`src/rtl/pipe_stall_ctrl_pkg.sv`:
```
// Shared stall-bus encodings and MDU sequencer state codes for the pipeline
// hazard controller.
package pipe_stall_ctrl_pkg;

    localparam int unsigned STALL_W = 6;

    typedef logic [STALL_W-1:0] stall_bus_t;

    localparam logic STOP    = 1'b1;
    localparam logic NO_STOP = 1'b0;

    // Bit order {WB, MEM/WB, EX/MEM, ID/EX, IF/ID, PC}; the lowest NO_STOP above a STOP takes a bubble.
    localparam stall_bus_t STALL_NONE = {NO_STOP, NO_STOP, NO_STOP, NO_STOP, NO_STOP, NO_STOP};
    localparam stall_bus_t STALL_LOAD = {NO_STOP, NO_STOP, NO_STOP, STOP, STOP, STOP};
    localparam stall_bus_t STALL_MDU  = {NO_STOP, NO_STOP, STOP, STOP, STOP, STOP};

    localparam logic [0:0] MDU_IDLE = 1'b0;
    localparam logic [0:0] MDU_BUSY = 1'b1;

endpackage

```
`src/rtl/pipe_stall_ctrl_sat_cnt32.sv`:
```
// 32-bit saturating event counter with enable and synchronous clear.
module sat_cnt32 (
    input  logic        clk,
    input  logic        clr,
    input  logic        en,
    output logic [31:0] cnt
);

    always_ff @(posedge clk) begin
        if (clr) begin
            cnt <= '0;
        end else if (en && (cnt != '1)) begin
            cnt <= cnt + 32'd1;
        end
    end

endmodule

```
`src/rtl/pipe_stall_ctrl.sv`:
```
// Merges flush, MDU busy and load-use hazards into one prioritized stall bus,
// with a first-stall strobe and saturating stall-cycle counters.
module pipe_stall_ctrl
    import pipe_stall_ctrl_pkg::*;
#(
    parameter int unsigned LOAD_STALL_CYC = 1,
    parameter int unsigned MDU_MAX_CYC    = 40
) (
    input  logic               clk,
    input  logic               rst,
    input  logic               stallreq_load,
    input  logic               mdu_start,
    input  logic               mdu_done,
    input  logic               flush_req,
    output logic [STALL_W-1:0] stall,
    output logic               flush,
    output logic               stall_first,
    output logic               mdu_busy,
    output logic               mdu_abort,
    output logic               mdu_timeout,
    output logic [31:0]        load_stall_cnt,
    output logic [31:0]        mdu_stall_cnt
);

    localparam logic [2:0] HOLD_INIT = 3'(LOAD_STALL_CYC - 1);
    localparam logic [7:0] CYC_MAX   = 8'(MDU_MAX_CYC);

    logic [0:0] state;
    logic [0:0] state_nxt;
    logic [7:0] cyc_cnt;
    logic [2:0] hold;
    logic       prev_stall1;
    logic       mdu_stalling;
    logic       load_stalling;
    logic       tmo_hit;
    stall_bus_t stall_int;

    always_comb begin
        mdu_stalling = 1'b0;
        tmo_hit      = 1'b0;
        state_nxt    = state;
        if (flush_req) begin
            state_nxt = MDU_IDLE;
        end else begin
            case (state)
                MDU_IDLE: begin
                    if (mdu_start && !mdu_done) begin
                        mdu_stalling = 1'b1;
                        state_nxt    = MDU_BUSY;
                    end
                end
                MDU_BUSY: begin
                    if (mdu_done) begin
                        state_nxt = MDU_IDLE;
                    end else if (cyc_cnt == CYC_MAX) begin
                        tmo_hit   = 1'b1;
                        state_nxt = MDU_IDLE;
                    end else begin
                        mdu_stalling = 1'b1;
                    end
                end
                default: state_nxt = MDU_IDLE;
            endcase
        end
    end

    assign load_stalling = !flush_req && !mdu_stalling && (stallreq_load || (hold != '0));

    always_comb begin
        stall_int = STALL_NONE;
        if (flush_req) begin
            stall_int = STALL_NONE;
        end else if (mdu_stalling) begin
            stall_int = STALL_MDU;
        end else if (load_stalling) begin
            stall_int = STALL_LOAD;
        end
    end

    // Combinational outputs are held quiet while reset is asserted.
    assign stall       = rst ? STALL_NONE : stall_int;
    assign flush       = flush_req && !rst;
    assign mdu_busy    = (state == MDU_BUSY);
    assign mdu_abort   = !rst && ((flush_req && (mdu_busy || mdu_start)) || tmo_hit);
    assign stall_first = stall[1] && !prev_stall1;

    always_ff @(posedge clk) begin
        if (rst) begin
            state       <= MDU_IDLE;
            cyc_cnt     <= '0;
            hold        <= '0;
            prev_stall1 <= 1'b0;
            mdu_timeout <= 1'b0;
        end else begin
            state       <= state_nxt;
            prev_stall1 <= flush_req ? 1'b0 : stall[1];
            if (tmo_hit) begin
                mdu_timeout <= 1'b1;
            end
            if ((state == MDU_IDLE) && (state_nxt == MDU_BUSY)) begin
                cyc_cnt <= 8'd1;
            end else if ((state == MDU_BUSY) && mdu_stalling) begin
                cyc_cnt <= cyc_cnt + 8'd1;
            end
            // An MDU stall freezes any pending load hold so it resumes afterwards.
            if (flush_req) begin
                hold <= '0;
            end else if (!mdu_stalling) begin
                if (hold != '0) begin
                    hold <= hold - 3'd1;
                end else if (stallreq_load) begin
                    hold <= HOLD_INIT;
                end
            end
        end
    end

    sat_cnt32 u_load_cnt (
        .clk (clk),
        .clr (rst),
        .en  (stall == STALL_LOAD),
        .cnt (load_stall_cnt)
    );

    sat_cnt32 u_mdu_cnt (
        .clk (clk),
        .clr (rst),
        .en  (stall == STALL_MDU),
        .cnt (mdu_stall_cnt)
    );

endmodule

```
`config.mk`:
```
export PLATFORM = sky130hd
export DESIGN_NAME = pipe_stall_ctrl
export DESIGN_NICKNAME = d
export VERILOG_FILES = /design/src/rtl/pipe_stall_ctrl_pkg.sv /design/src/rtl/pipe_stall_ctrl_sat_cnt32.sv /design/src/rtl/pipe_stall_ctrl.sv
export SDC_FILE = /design/constraint.sdc
export NUM_CORES = 1
export LEC_CHECK = 0
export CORE_ASPECT_RATIO = 1.2
export CORE_MARGIN = 10
export CORE_UTILIZATION = 49
export CTS_CLUSTER_DIAMETER = 30
export DETAILED_ROUTE_END_ITERATION = 10
export GPL_TIMING_DRIVEN = 1
export PLACE_DENSITY_LB_ADDON = 0.2
export SYNTH_ARGS = -nofsm -noshare
export SYNTH_HDL_FRONTEND = slang
export SYNTH_SLANG_ARGS = --single-unit
```
`constraint.sdc`:
```
create_clock -name clk -period 3.1 [get_ports clk]
set_input_delay 0.62 -clock clk [delete_from_list [all_inputs] [get_ports clk]]
set_output_delay 0.62 -clock clk [all_outputs]
set_load 0.05 [all_outputs]
```
==> results.cfg <==
[global_route]
gr-usage-met3_pct = 4.57
use_met2_pct = 30.4
antenna_found_initial = 0
grt-ovfl-total = 0
grt.busiest_layer = met2
grt_max_degree = 52
grt_pass1_wl_mm = 17.4
grt_pass1_vias = 3715
grtUsageTotal_pct = 17.2
grt_use_met1_pct = 18.8

[run_status]
status = finished, final reports clean

[hold_path]
min_path_type = reg -> reg
min-delay-start = mdu_timeout
whs_endpoint = mdu_timeout
hold_path_depth = 2

[logic_synthesis]
synth-seq-area-share_pct = 38.9
synth_top_area_share_pct = 38.9
yosys_warnings = 0
synthArstFlopShare_pct = 0
synthFlopType = dfxtp_1
yosysUniqueCellTypes = 55
netlist_instances = 491
ys_seq_elements = 78
yosysTopAreaCell = dfxtp_1
synthesis.area_mm2 = 0.00402
avgSynthCellArea_um2 = 8.18
synth-edff-count = 0
synth.area.top_cells = dfxtp_1 39%, a21oi_1 6.5%, o21ai_0 5.0%

[timing]
finalSetupTns_ns = 0
finalMaxSlewViolations = 0
hold_viol = 0
fmax_mhz = 338
grt_setup_unrepaired = no
setup_violations = 0
fin_skew_ns = 0.00991
setup_ws_ns = 0.142
period_needed_ns = 2.96
finalCritPeriodShare_pct = 95.4
timing.slew.headroom_pct = 34.9
tightestPinTransition_ns = 0.962

[worst_setup_path]
critPathArrivalTime_ns = 2.34
reg2reg_from = u_mdu_cnt.cnt[0]
cp.required_ns = 2.48
critical_path_class = reg -> out
rrSetupSlack_ns = 0.43
r2r_end = u_mdu_cnt.cnt[17]
startpoint_type = flop
reg2reg_depth = 7
path_max_fanout = 8
setup.worst_path.end_class = output port

[finish]
nets = 580
final_core_util_pct = 64.0
areaGrowthSynthToFinish_pct = 28.4
antennaDiodeCount = 0
fill_cells = 713
drive_gt1_share_pct = 9.42
final_area_mm2 = 0.00516
finalNonFillerCells = 668

[placement]
port_buffers = 78
placed_area_mm2 = 0.00495
dp_hpwl_mm = 7.71
gp_congestion = 0.816
dp_cells = 652
pre_cts_slack_ns = 0.201

[die]
die_area_mm2 = 0.0122
io_pins = 81
dieHeight_um = 119
die_w_um = 103
rows = 36
core-area_mm2 = 0.00806
start_util_pct = 49.8

[drt]
via_per_inst = 5.90
wire_per_inst_um = 15.7
vias = 3938
drtPass1Iterations = 4
drtIter0Drc = 136
routed_wl_mm = 10.5
drcViolationCount = 0
ant_nets = 0

[clock_tree]
cts_setup_buffers = 0
numCtsBuffers = 9
htree_levels = 3
cts-root-buf = clkbuf_8
clock_path_buffers = 2
cts.sinks = 78
insertion_delay_ns = 0.34
cts_tree = built
clk_pin_slew_ns = 0.08

[power]
cellPowerDensity_mw_per_mm2 = 367
ir_drop_mv = 0.201
p_leak_nw = 1.67

[job]
cap_violations = 0
-- what timing repair did --
action | 4_1_cts | 5_1_grt
hold buffers | 0 | 0
resized for setup | 0 | 1
setup endpoints to repair | 0 | 1
-- metal layers --
layer	vias to the layer above	wire length [um]	part of all wire [%]
li1	1979	-	-
met1	1865	4250	41
met2	79	5390	51
met3	15	641	6.1
met4	0	191	1.8
met5	-	0	0
-- area by class of cell --
type                            instances  area [um^2]  area share (%)
Multi-Input combinational cell        370         2280            44.2
Sequential cell                        78         1560            30.3
Timing Repair Buffer                   91          931            18.0
Clock buffer                           11          141            2.74
Tap cell                               95          119            2.30
Inverter                               18         67.6            1.31
Clock inverter                          5         58.8            1.14
-- where the power goes --
part	internal [mW]	total, mW	switching (mW)
Clock	0.394	0.769	0.374
Combinational	0.0406	0.119	0.0785
Sequential	1.00	1.01	0.00330
-- cells in the final DEF (no fill, tap or decap), drive strengths merged, types with 3 or more instances in the layout --
master / instances
ha: 6
a21oi: 52
dfxtp: 78
and3: 10
nand4b: 3
o31ai: 13
and2: 6
or3: 33
mux2i: 3
inv: 18
nor2: 37
nand3: 18
nor4: 5
xnor2: 8
buf: 21
o21ai: 41
nor3: 4
and4: 10
nand2: 29
clkbuf: 11
clkdlybuf4s50: 70
a211oi: 5
nand4: 25
xor2: 4
mux2: 6
nor2b: 11
or4: 14
-- cells in the mapped netlist (all sizes together) (2+ instances only) --
cell / count
and4: 10
o31ai: 13
or4: 14
xnor2: 8
a2111oi: 2
o211ai: 2
mux2i: 3
or3: 33
nor4: 5
inv: 18
nand3: 18
nand4: 25
nand2: 29
and3: 10
or2: 2
nor3: 4
a21oi: 52
nor2b: 11
nand2b: 2
o21bai: 2
ha: 6
clkbuf: 13
mux2: 6
nor2: 37
and2: 6
a211oi: 5
xor2: 4
nand4b: 3
a2111o: 2
buf: 13
o21ai: 41
dfxtp: 78
-- sequential cells by signal, summed over array words and instances, names as in the netlist --
register and flops:
mdu_busy 1, hold 3, prev_stall1 1, mdu_timeout 1, u_mdu_cnt.cnt 32, u_load_cnt.cnt 32
cyc_cnt 8
-- stage by stage --
stage / total power [mW] / hold WS [ns]
final: 1.90 / 0.457
after global routing: 1.96 / 0.481
after CTS: 1.92 / 0.462
after detailed placement: 1.15 / 0.449
after global placement: 1.15 / 0.439
after floorplan: 1.11 / 0.468
-- worst max-delay path, cell delays in order, from the launching register on --
cell and delay, ns:
dfxtp_1 0.38, or4b_1 0.65, or4_1 0.53, a21oi_1 0.25, buf_12 0.18
-- how the worst max path moves through the flow --
stage	to	from	depth (start not counted)	slack [ns]
floorplan	mdu_abort	cyc_cnt[2]	3	0.25
global placement	u_mdu_cnt.cnt[8]	flush_req	7	0.28
detailed placement	u_mdu_cnt.cnt[17]	flush_req	8	0.20
CTS	mdu_abort	cyc_cnt[2]	4	0.14
global route	mdu_abort	cyc_cnt[2]	4	0.05
finish	mdu_abort	cyc_cnt[2]	4	0.14
-- logic make-up after synthesis --
logic type / count (synthesis) / synth area share (%)
and+or+nand+nor: 213 / 30.2
AOI/OAI and AO/OA: 128 / 19.1
DFF: 78 / 38.9
buffers and inverters: 44 / 4.80
xor gates and xnor gates: 12 / 2.62
muxes: 9 / 2.43
adders and majority gates: 6 / 1.87
other: 1 / 0.0933
Power figures use the tool's default switching activity.
